**config.mk**
```make
export PLATFORM = sky130hd
export DESIGN_NAME = pc_redirect
export DESIGN_NICKNAME = d
export VERILOG_FILES = /design/src/rtl/rv32_pkg.sv /design/src/rtl/pc_redirect_flush_timer.sv /design/src/rtl/pc_redirect.sv
export SDC_FILE = /design/constraint.sdc
export NUM_CORES = 1
export LEC_CHECK = 0
export ABC_AREA = 1
export CORE_MARGIN = 2
export CORE_UTILIZATION = 60
export DETAILED_ROUTE_END_ITERATION = 6
export DONT_BUFFER_PORTS = 1
export HOLD_SLACK_MARGIN = 0.06
export PLACE_DENSITY = 0.76
export SKIP_CTS_REPAIR_TIMING = 1
export SYNTH_ARGS = -nofsm -noshare
export SYNTH_HDL_FRONTEND = slang
export SYNTH_HIERARCHICAL = 1
export SYNTH_SLANG_ARGS = --single-unit
```
**constraint.sdc**
```tcl
create_clock -name clk -period 3.2 [get_ports clk]
set_input_delay 0.64 -clock clk [delete_from_list [all_inputs] [get_ports clk]]
set_output_delay 0.64 -clock clk [all_outputs]
set_load 0.1 [all_outputs]
```
**src/rtl/rv32_pkg.sv**
```systemverilog
// Shared RV32 front-end definitions.
//   XLEN      - address width
//   RESET_PC  - fetch address loaded by reset
//   TRAP_VEC  - fetch address taken on a misaligned jump target
//   PC_INC    - sequential fetch stride in bytes
//   pcr_state_t - pc_redirect controller states
package rv32_pkg;

  localparam int unsigned XLEN     = 32;
  localparam logic [31:0] RESET_PC = 32'h0000_0000;
  localparam logic [31:0] TRAP_VEC = 32'h0000_0100;
  localparam int unsigned PC_INC   = 4;

  typedef enum logic [1:0] {
    BOOT,
    RUN,
    FLUSH
  } pcr_state_t;

endpackage

```
**src/rtl/pc_redirect_flush_timer.sv**
```systemverilog
// flush_timer: loadable 2-bit down-counter that times the wrong-path bubble
// window after a redirect.
//   clk   - clock
//   rst   - synchronous active-high reset, clears the count
//   load  - load `depth` (has priority over counting)
//   en    - count enable; low while the pipeline is frozen
//   depth - reload value (1..3)
//   done  - the current cycle is the last bubble (count == 1)
module flush_timer (
  input  logic       clk,
  input  logic       rst,
  input  logic       load,
  input  logic       en,
  input  logic [1:0] depth,
  output logic       done
);

  logic [1:0] bcnt;

  always_ff @(posedge clk) begin
    if (rst) begin
      bcnt <= '0;
    end else if (load) begin
      bcnt <= depth;
    end else if (en && bcnt != '0) begin
      bcnt <= bcnt - 2'd1;
    end
  end

  assign done = (bcnt == 2'd1);

endmodule

```
**src/rtl/pc_redirect.sv**
```systemverilog
// pc_redirect: fetch PC controller. Redirects fetch on a taken branch/jump
// from EX, flushes IF/ID and ID/EX, and masks wrong-path fetches for
// FLUSH_DEPTH cycles. Misaligned targets trap to TRAP_VEC.
//   clk, rst      - clock, synchronous active-high reset
//   jump_flag     - taken transfer resolved in EX
//   jump_target   - destination of the transfer
//   stall         - ID hazard stall, holds pc
//   mem_stall     - whole-pipeline freeze
//   pc            - fetch address
//   if_valid      - fetched instruction is on the correct path
//   flush_ifid    - clear IF/ID on next edge
//   flush_idex    - clear ID/EX on next edge
//   misalign      - one-cycle pulse after a trapped misaligned target
//   redirect_cnt  - accepted redirects, wrapping
module pc_redirect #(
  parameter int unsigned          XLEN        = rv32_pkg::XLEN,
  parameter logic [XLEN-1:0]      RESET_PC    = rv32_pkg::RESET_PC,
  parameter logic [XLEN-1:0]      TRAP_VEC    = rv32_pkg::TRAP_VEC,
  parameter int unsigned          FLUSH_DEPTH = 1
) (
  input  logic            clk,
  input  logic            rst,
  input  logic            jump_flag,
  input  logic [XLEN-1:0] jump_target,
  input  logic            stall,
  input  logic            mem_stall,
  output logic [XLEN-1:0] pc,
  output logic            if_valid,
  output logic            flush_ifid,
  output logic            flush_idex,
  output logic            misalign,
  output logic [31:0]     redirect_cnt
);

  import rv32_pkg::*;

  localparam logic [1:0] DEPTH = FLUSH_DEPTH[1:0];

  pcr_state_t      state;
  logic            accept;
  logic            redirect;
  logic            target_bad;
  logic            done;
  logic [XLEN-1:0] pc_next_seq;

  assign accept      = jump_flag & ~mem_stall;
  assign flush_ifid  = accept & ~rst;
  assign flush_idex  = accept & ~rst;
  assign redirect    = accept && (state != BOOT);
  assign target_bad  = (jump_target[1:0] != 2'b00);
  assign pc_next_seq = pc + XLEN'(PC_INC);
  assign if_valid    = (state == RUN) & ~mem_stall;

  flush_timer u_flush_timer (
    .clk   (clk),
    .rst   (rst),
    .load  (redirect),
    .en    (~mem_stall),
    .depth (DEPTH),
    .done  (done)
  );

  always_ff @(posedge clk) begin
    if (rst) begin
      pc           <= RESET_PC;
      state        <= BOOT;
      misalign     <= 1'b0;
      redirect_cnt <= '0;
    end else begin
      misalign <= 1'b0;
      if (!mem_stall) begin
        case (state)
          BOOT: state <= RUN;
          RUN, FLUSH: begin
            // The jump in EX is older than the ID hazard, so it beats stall.
            if (accept) begin
              pc           <= target_bad ? TRAP_VEC : jump_target;
              misalign     <= target_bad;
              redirect_cnt <= redirect_cnt + 32'd1;
              state        <= FLUSH;
            end else begin
              if (!stall) pc <= pc_next_seq;
              if (state == FLUSH && done) state <= RUN;
            end
          end
          default: state <= BOOT;
        endcase
      end
    end
  end

endmodule
```
==> impl_metrics.tcl, run 1 <==
set metrics [dict create \
    status "completed" \
    multi_input_area_um2 2716 \
    port_buffers 0 \
    die-width_um 90.42 \
    dp_hpwl_mm 8.663 \
    grt_pass1_wl_mm 20.03 \
    postSynthCellCount 712 \
    dieArea_um2 8175 \
    io_pins 105 \
    hp-start "rst" \
    overflow 0 \
    vias_per_cell 5.475 \
    ant_nets 0 \
    regArea_um2 1381 \
    clk_pin_slew_ns 0.08 \
    layout.nets 813 \
    finalCritPeriodShare 0.6740 \
    max-cap-violations 0 \
    end_kind "output pin" \
    grt_pass1_vias 4398 \
    worst_hold_path_type "input port to flip-flop" \
    setup.worst_path.class "input port to output pin" \
    start_util 0.6177 \
    drive_gt1_frac 0.1865 \
    hold_violations 0 \
    syn_nets 757 \
    rsz0062_at_grt "false" \
    num_vias 4769 \
    fin_tns_setup_ns 0 \
    fmax_mhz 463.6 \
    core_area_um2 7253 \
    cts_buffer_depth 2 \
    slowest_stage "buf_12" \
    drc 0 \
    leakage_nw 2.158 \
    ys_ff_latch 69 \
    worstPathRequired_ns 2.56 \
    setup_violations 0 \
    slew_viol_final 0 \
    gp_congestion 0.9439 \
    ys_types 38 \
    dr.pass1.iters 5 \
    final.min_clock_period_ns 2.157 \
    tightest_slew_ns 1.057 \
    netlist_area_um2 4481 \
    fp.dieH_um 90.42 \
    cts_tree "built" \
    grt_max_degree 33 \
    synth.avg_cell_area_um2 6.293 \
    worst_skew_pair.late_latency_ns 0.35 \
    antenna_found_initial 0 \
    power_mw 2.215 \
    skew_ns 0.009726 \
    cpPeakStageDelay_ns 0.26 \
    crit_fanout 19 \
    synth_ff_type "dfxtp_1" \
    cp_cell_sequence "inv_2, nor2_4, inv_2, nor2_4, buf_12" \
    wirelength_mm 11.87 \
    avgRoutedWirePerCell_um 13.63 \
    cp-start-kind "input port" \
    peakVddDrop_uv 259.9 \
    synth_warnings 6 \
    syn2layout_area_growth_pct 16.28 \
    ys_seq_area_frac 0.3083 \
    synth_edf_count 0 \
    ff2ff_path_depth 8 \
    cts.sinks 69 \
    r2r_end "pc[8]" \
    power_density_nw_per_um2 425.1 \
    min_path_cells 1 \
    num_antenna_cells 0 \
    cts_buffers 9 \
    critical_path_arrival_ns 1.52 \
    n_fill_cell 619 \
    synthArstFlopShare 0 \
    grt_usage 0.2950 \
    hold_path_end "redirect_cnt[31]" \
    drt_iter0_drc 338 \
    worst-r2r-setup-slack_ns 1.05 \
    htree_levels 3 \
    worstReg2RegStart "state[1]" \
    cts-root-buf "clkbuf_8" \
    rows 31 \
    relSlewSlack 0.2941 \
]
how the worst max path moves through the flow:
stage                             to  startpoint  slack [ns]
final                     flush_ifid   jump_flag        1.04
after global routing           pc[8]    state[0]        0.87
after CTS                 flush_ifid   jump_flag        1.05
after detailed placement  flush_ifid   jump_flag        1.05
after global placement    flush_ifid   jump_flag        1.08
after floorplan           flush_ifid   jump_flag        0.07
through the flow:
step	worst slack (ns)	hold WS (ns)	instances	instance area, um^2	utilization
floorplan	0.07372	0.4719	712	4483	-
global placement	1.082	0.4750	856	5011	0.6909
detailed placement	1.047	0.4951	856	5011	0.6909
CTS	1.046	0.3446	871	5210	0.7183
global route	0.8735	0.3520	871	5210	0.7183
finish	1.043	0.3545	871	5210	0.7183
report_power, final:
group | internal, mW | switching [mW]
registers | 0.898 | 0.0337
logic | 0.119 | 0.425
clock network | 0.396 | 0.343
total | 1.41 | 0.802
state kept, by name, summed over array words and instances, names as in the netlist:
name	cells
state	2
misalign	1
redirect_cnt	32
pc	32
u_flush_timer/bcnt	2
area by class of cell:
cell class,instances,share of cell area
sequential,69,0.2651
clock buffer,11,0.02906
clock inverter,4,0.009126
inverter,73,0.05259
tap,99,0.02378
timing repair buffer,67,0.09894
multi-input combinational,548,0.5214
synth_stat cells, types with 4 or more instances:
cell type	instances	area share
nand2_1	205	0.17
nor2_1	101	0.085
dfxtp_1	69	0.31
inv_1	68	0.057
a21oi_1	66	0.074
o21ai_0	41	0.046
nand3_1	35	0.039
a21oi_2	17	0.033
clkbuf_1	9	0.0075
ha_1	8	0.022
nor2_2	8	0.011
xor2_1	8	0.016
nor2_4	7	0.018
or2_2	7	0.0098
buf_2	6	0.0067
nand3b_1	6	0.010
nor3_1	6	0.0067
inv_2	5	0.0042
nand2_2	5	0.0070
nand4_1	5	0.0070
buf_4	4	0.0067
o21ai_1	4	0.0045
logic make-up (layout without fill, tap and decap cells):
family | count (synthesis) | in the layout | share of synthesized area
other cells | 2 | 2 | 0.001676
compound gates | 130 | 130 | 0.1606
simple gates | 399 | 399 | 0.4004
fa+ha+maj | 8 | 8 | 0.02234
flops | 69 | 69 | 0.3083
buf+inv | 95 | 155 | 0.08908
xor+xnor | 9 | 9 | 0.01759
routing by layer:
| layer | part of all wire | vias to the layer above | track usage | wire (um) |
|---|---|---|---|---|
| li1 | - | 2382 | - | - |
| met1 | 0.44 | 2148 | 0.3911 | 5187 |
| met2 | 0.46 | 223 | 0.4756 | 5487 |
| met3 | 0.083 | 16 | 0.05509 | 988 |
| met4 | 0.018 | 0 | 0.1179 | 211 |
| met5 | 0 | - | 0 | 0 |
layout by cell type (no fill, tap or decap), types with 6 or more instances in the layout:
cell and instances:
nand2_1 205, nor2_1 99, dfxtp_1 69, inv_1 68, a21oi_1 66, buf_4 66
o21ai_0 41, nand3_1 35, a21oi_2 17, clkbuf_8 11, nor2_2 9, nor2_4 8
xor2_1 8, ha_1 8, or2_2 7, nor3_1 6, nand3b_1 6
worst max-delay path: cells and delay by family:
| family | cells | cell delay (ns) |
|---|---|---|
| AND/OR/NAND/NOR | 2 | 0.33 |
| buffers and inverters | 3 | 0.54 |
Note: power is estimated with default switching activity, not from simulation.
==> inputs of run 2 (changes only) <==
==> constraint.sdc (replaced) <==
create_clock -name clk -period 2.1 [get_ports clk]
set_input_delay 0.42 -clock clk [delete_from_list [all_inputs] [get_ports clk]]
set_output_delay 0.42 -clock clk [all_outputs]
set_load 0.1 [all_outputs]
==> run 2 against run 1 <==
Via count grew 1.2%. Critical path depth grew 2. Die area unchanged. Clock-buffer cell count down 1. Wire length is 8.1% higher. Clock skew up 0.00072 ns. Hold slack got worse by 0.24 ns. Critical path type is now flip-flop to flip-flop.
==> impl_metrics.tcl, run 2 (synthesized netlist as in run 1, its figures left out) <==
set metrics [dict create \
    worst_hold_path_type "input port to flip-flop" \
    p_int_mw 2.000 \
    worstPathRequired_ns 2.40 \
    cts.sinks 69 \
    gp_congestion 0.8883 \
    drive_gt1_frac 0.2018 \
    switching_share 0.3936 \
    final.min_clock_period_ns 1.924 \
    critical_path_arrival_ns 2.23 \
    grt_pass1_wl_mm 21.50 \
    grt_usage 0.3205 \
    layout_commonest_cell "nand2_1" \
    r2r_end "pc[8]" \
    dieArea_um2 8175 \
    cts_tree "built" \
    cts_buffer_depth 2 \
    rows 31 \
    worstReg2RegStart "state[1]" \
    overflow 0 \
    n_fill_cell 619 \
    core_area_um2 7253 \
    peakVddDrop_uv 417.1 \
    clkPwrFrac 0.310 \
    cts_buffers 9 \
    placed_cell_area_um2 5109 \
    antenna_found_initial 0 \
    power_density_nw_per_um2 623.2 \
    finalNonFillerCells 882 \
    min_path_cells 1 \
    dr.pass1.iters 5 \
    timing.hold.ws_ns 0.1131 \
    worst_skew_pair.late_latency_ns 0.37 \
    grt_max_degree 32 \
    p_sw_mw 1.298 \
    port_buffers 0 \
    dp_hpwl_mm 9.482 \
    htree_levels 3 \
    crit_fanout 29 \
    ff2ff_path_depth 7 \
    relSlewSlack 0.5865 \
    comb_power_share 0.255 \
    cp-start-kind "flip-flop" \
    seqPwrFrac 0.435 \
    status "completed" \
    drt_iter0_drc 245 \
    skew_ns 0.01045 \
    fp.dieH_um 90.42 \
    fmax_mhz 519.6 \
    dpl.cell_count 865 \
    drc 0 \
    hold_violations 0 \
    worst-r2r-setup-slack_ns 0.18 \
    start_util 0.6177 \
    vias_per_cell 5.472 \
    num_antenna_cells 0 \
    cp-endpoint "pc[8]" \
    final_area_um2 5291 \
    power_mw 3.298 \
    io_pins 105 \
    grt_pass1_vias 4726 \
    clk_pin_slew_ns 0.09 \
    die-width_um 90.42 \
    top_regs "pc (32), redirect_cnt (32)" \
    slew_viol_final 0 \
    layout.nets 823 \
    cts-root-buf "clkbuf_8" \
    wirelength_mm 12.84 \
    max-cap-violations 0 \
    rsz0062_at_grt "false" \
    num_vias 4826 \
    critical_path.startpoint "state[1]" \
    finalCritPeriodShare 0.9164 \
    avgRoutedWirePerCell_um 14.55 \
    mostFrequentLayoutCells "205 x nand2_1, 99 x nor2_1, 74 x buf_4, 68 x inv_1, 66 x a21oi_1" \
    tightest_slew_ns 0.6194 \
    leakage_nw 2.191 \
    setup.worst_path.class "flip-flop to flip-flop" \
    setup_violations 0 \
    syn2layout_area_growth_pct 18.10 \
    ant_nets 0 \
    end_kind "flip-flop" \
]
run 2: cell count changes in the layout (fill, tap and decap cells not counted), sizes merged:
cell,change
bufinv,-1
clkinv,-2
buf,+10
clkinvlp,+3
inv,+2
clkbuf,-1
run 2: area by class of cell:
| cell class | count | area, um^2 | area share |
|---|---|---|---|
| Clock inverter | 6 | 47.55 | 0.008986 |
| Inverter | 73 | 274.0 | 0.05179 |
| Clock buffer | 10 | 127.6 | 0.02412 |
| Sequential cell | 69 | 1386 | 0.2620 |
| Tap cell | 99 | 123.9 | 0.02341 |
| Timing Repair Buffer | 77 | 615.6 | 0.1163 |
| Multi-Input combinational cell | 548 | 2716 | 0.5134 |
run 2: through the flow:
stage	worst slack (ns)	utilization	setup TNS [ns]
floorplan	-0.1091	-	-0.1091
global placement	0.3213	0.7043	0
detailed placement	0.1952	0.7043	0
CTS	0.1796	0.7285	0
global route	0.02498	0.7295	0
finish	0.1756	0.7295	0
run 2: power by group through the flow:
stage	combinational, mW	sequential [mW]	clock (mW)
after CTS	0.834	1.43	1.01
after global placement	0.807	1.46	0
after global routing	0.889	1.44	1.08
after detailed placement	0.832	1.46	0
after floorplan	0.306	1.82	0
final	0.840	1.44	1.02
run 2: worst min path at each step:
| stage | start | to | slack [ns] |
|---|---|---|---|
| after global placement | pc[1] | pc[1] | 0.44 |
| after global routing | rst | redirect_cnt[2] | 0.12 |
| final | rst | redirect_cnt[2] | 0.11 |
| after floorplan | state[1] | state[1] | 0.47 |
| after CTS | rst | redirect_cnt[2] | 0.11 |
| after detailed placement | pc[1] | pc[1] | 0.45 |
run 2: worst max-delay path, stage by stage, from the launching register on:
cell and delay, ns:
dfxtp_1 0.41, inv_1 0.09, ha_1 0.35, nand2_2 0.13
a21oi_2 0.05, inv_2 0.47, o21ai_0 0.19, a21oi_1 0.17
run 2: metal layers:
metal	vias up	share of wire	wire (um)	track usage
met3	53	0.072	927	0.05342
met2	218	0.50	6376	0.5602
met4	0	0.054	698	0.2231
met5	-	0	0	0
li1	2397	-	-	-
met1	2158	0.38	4833	0.3540
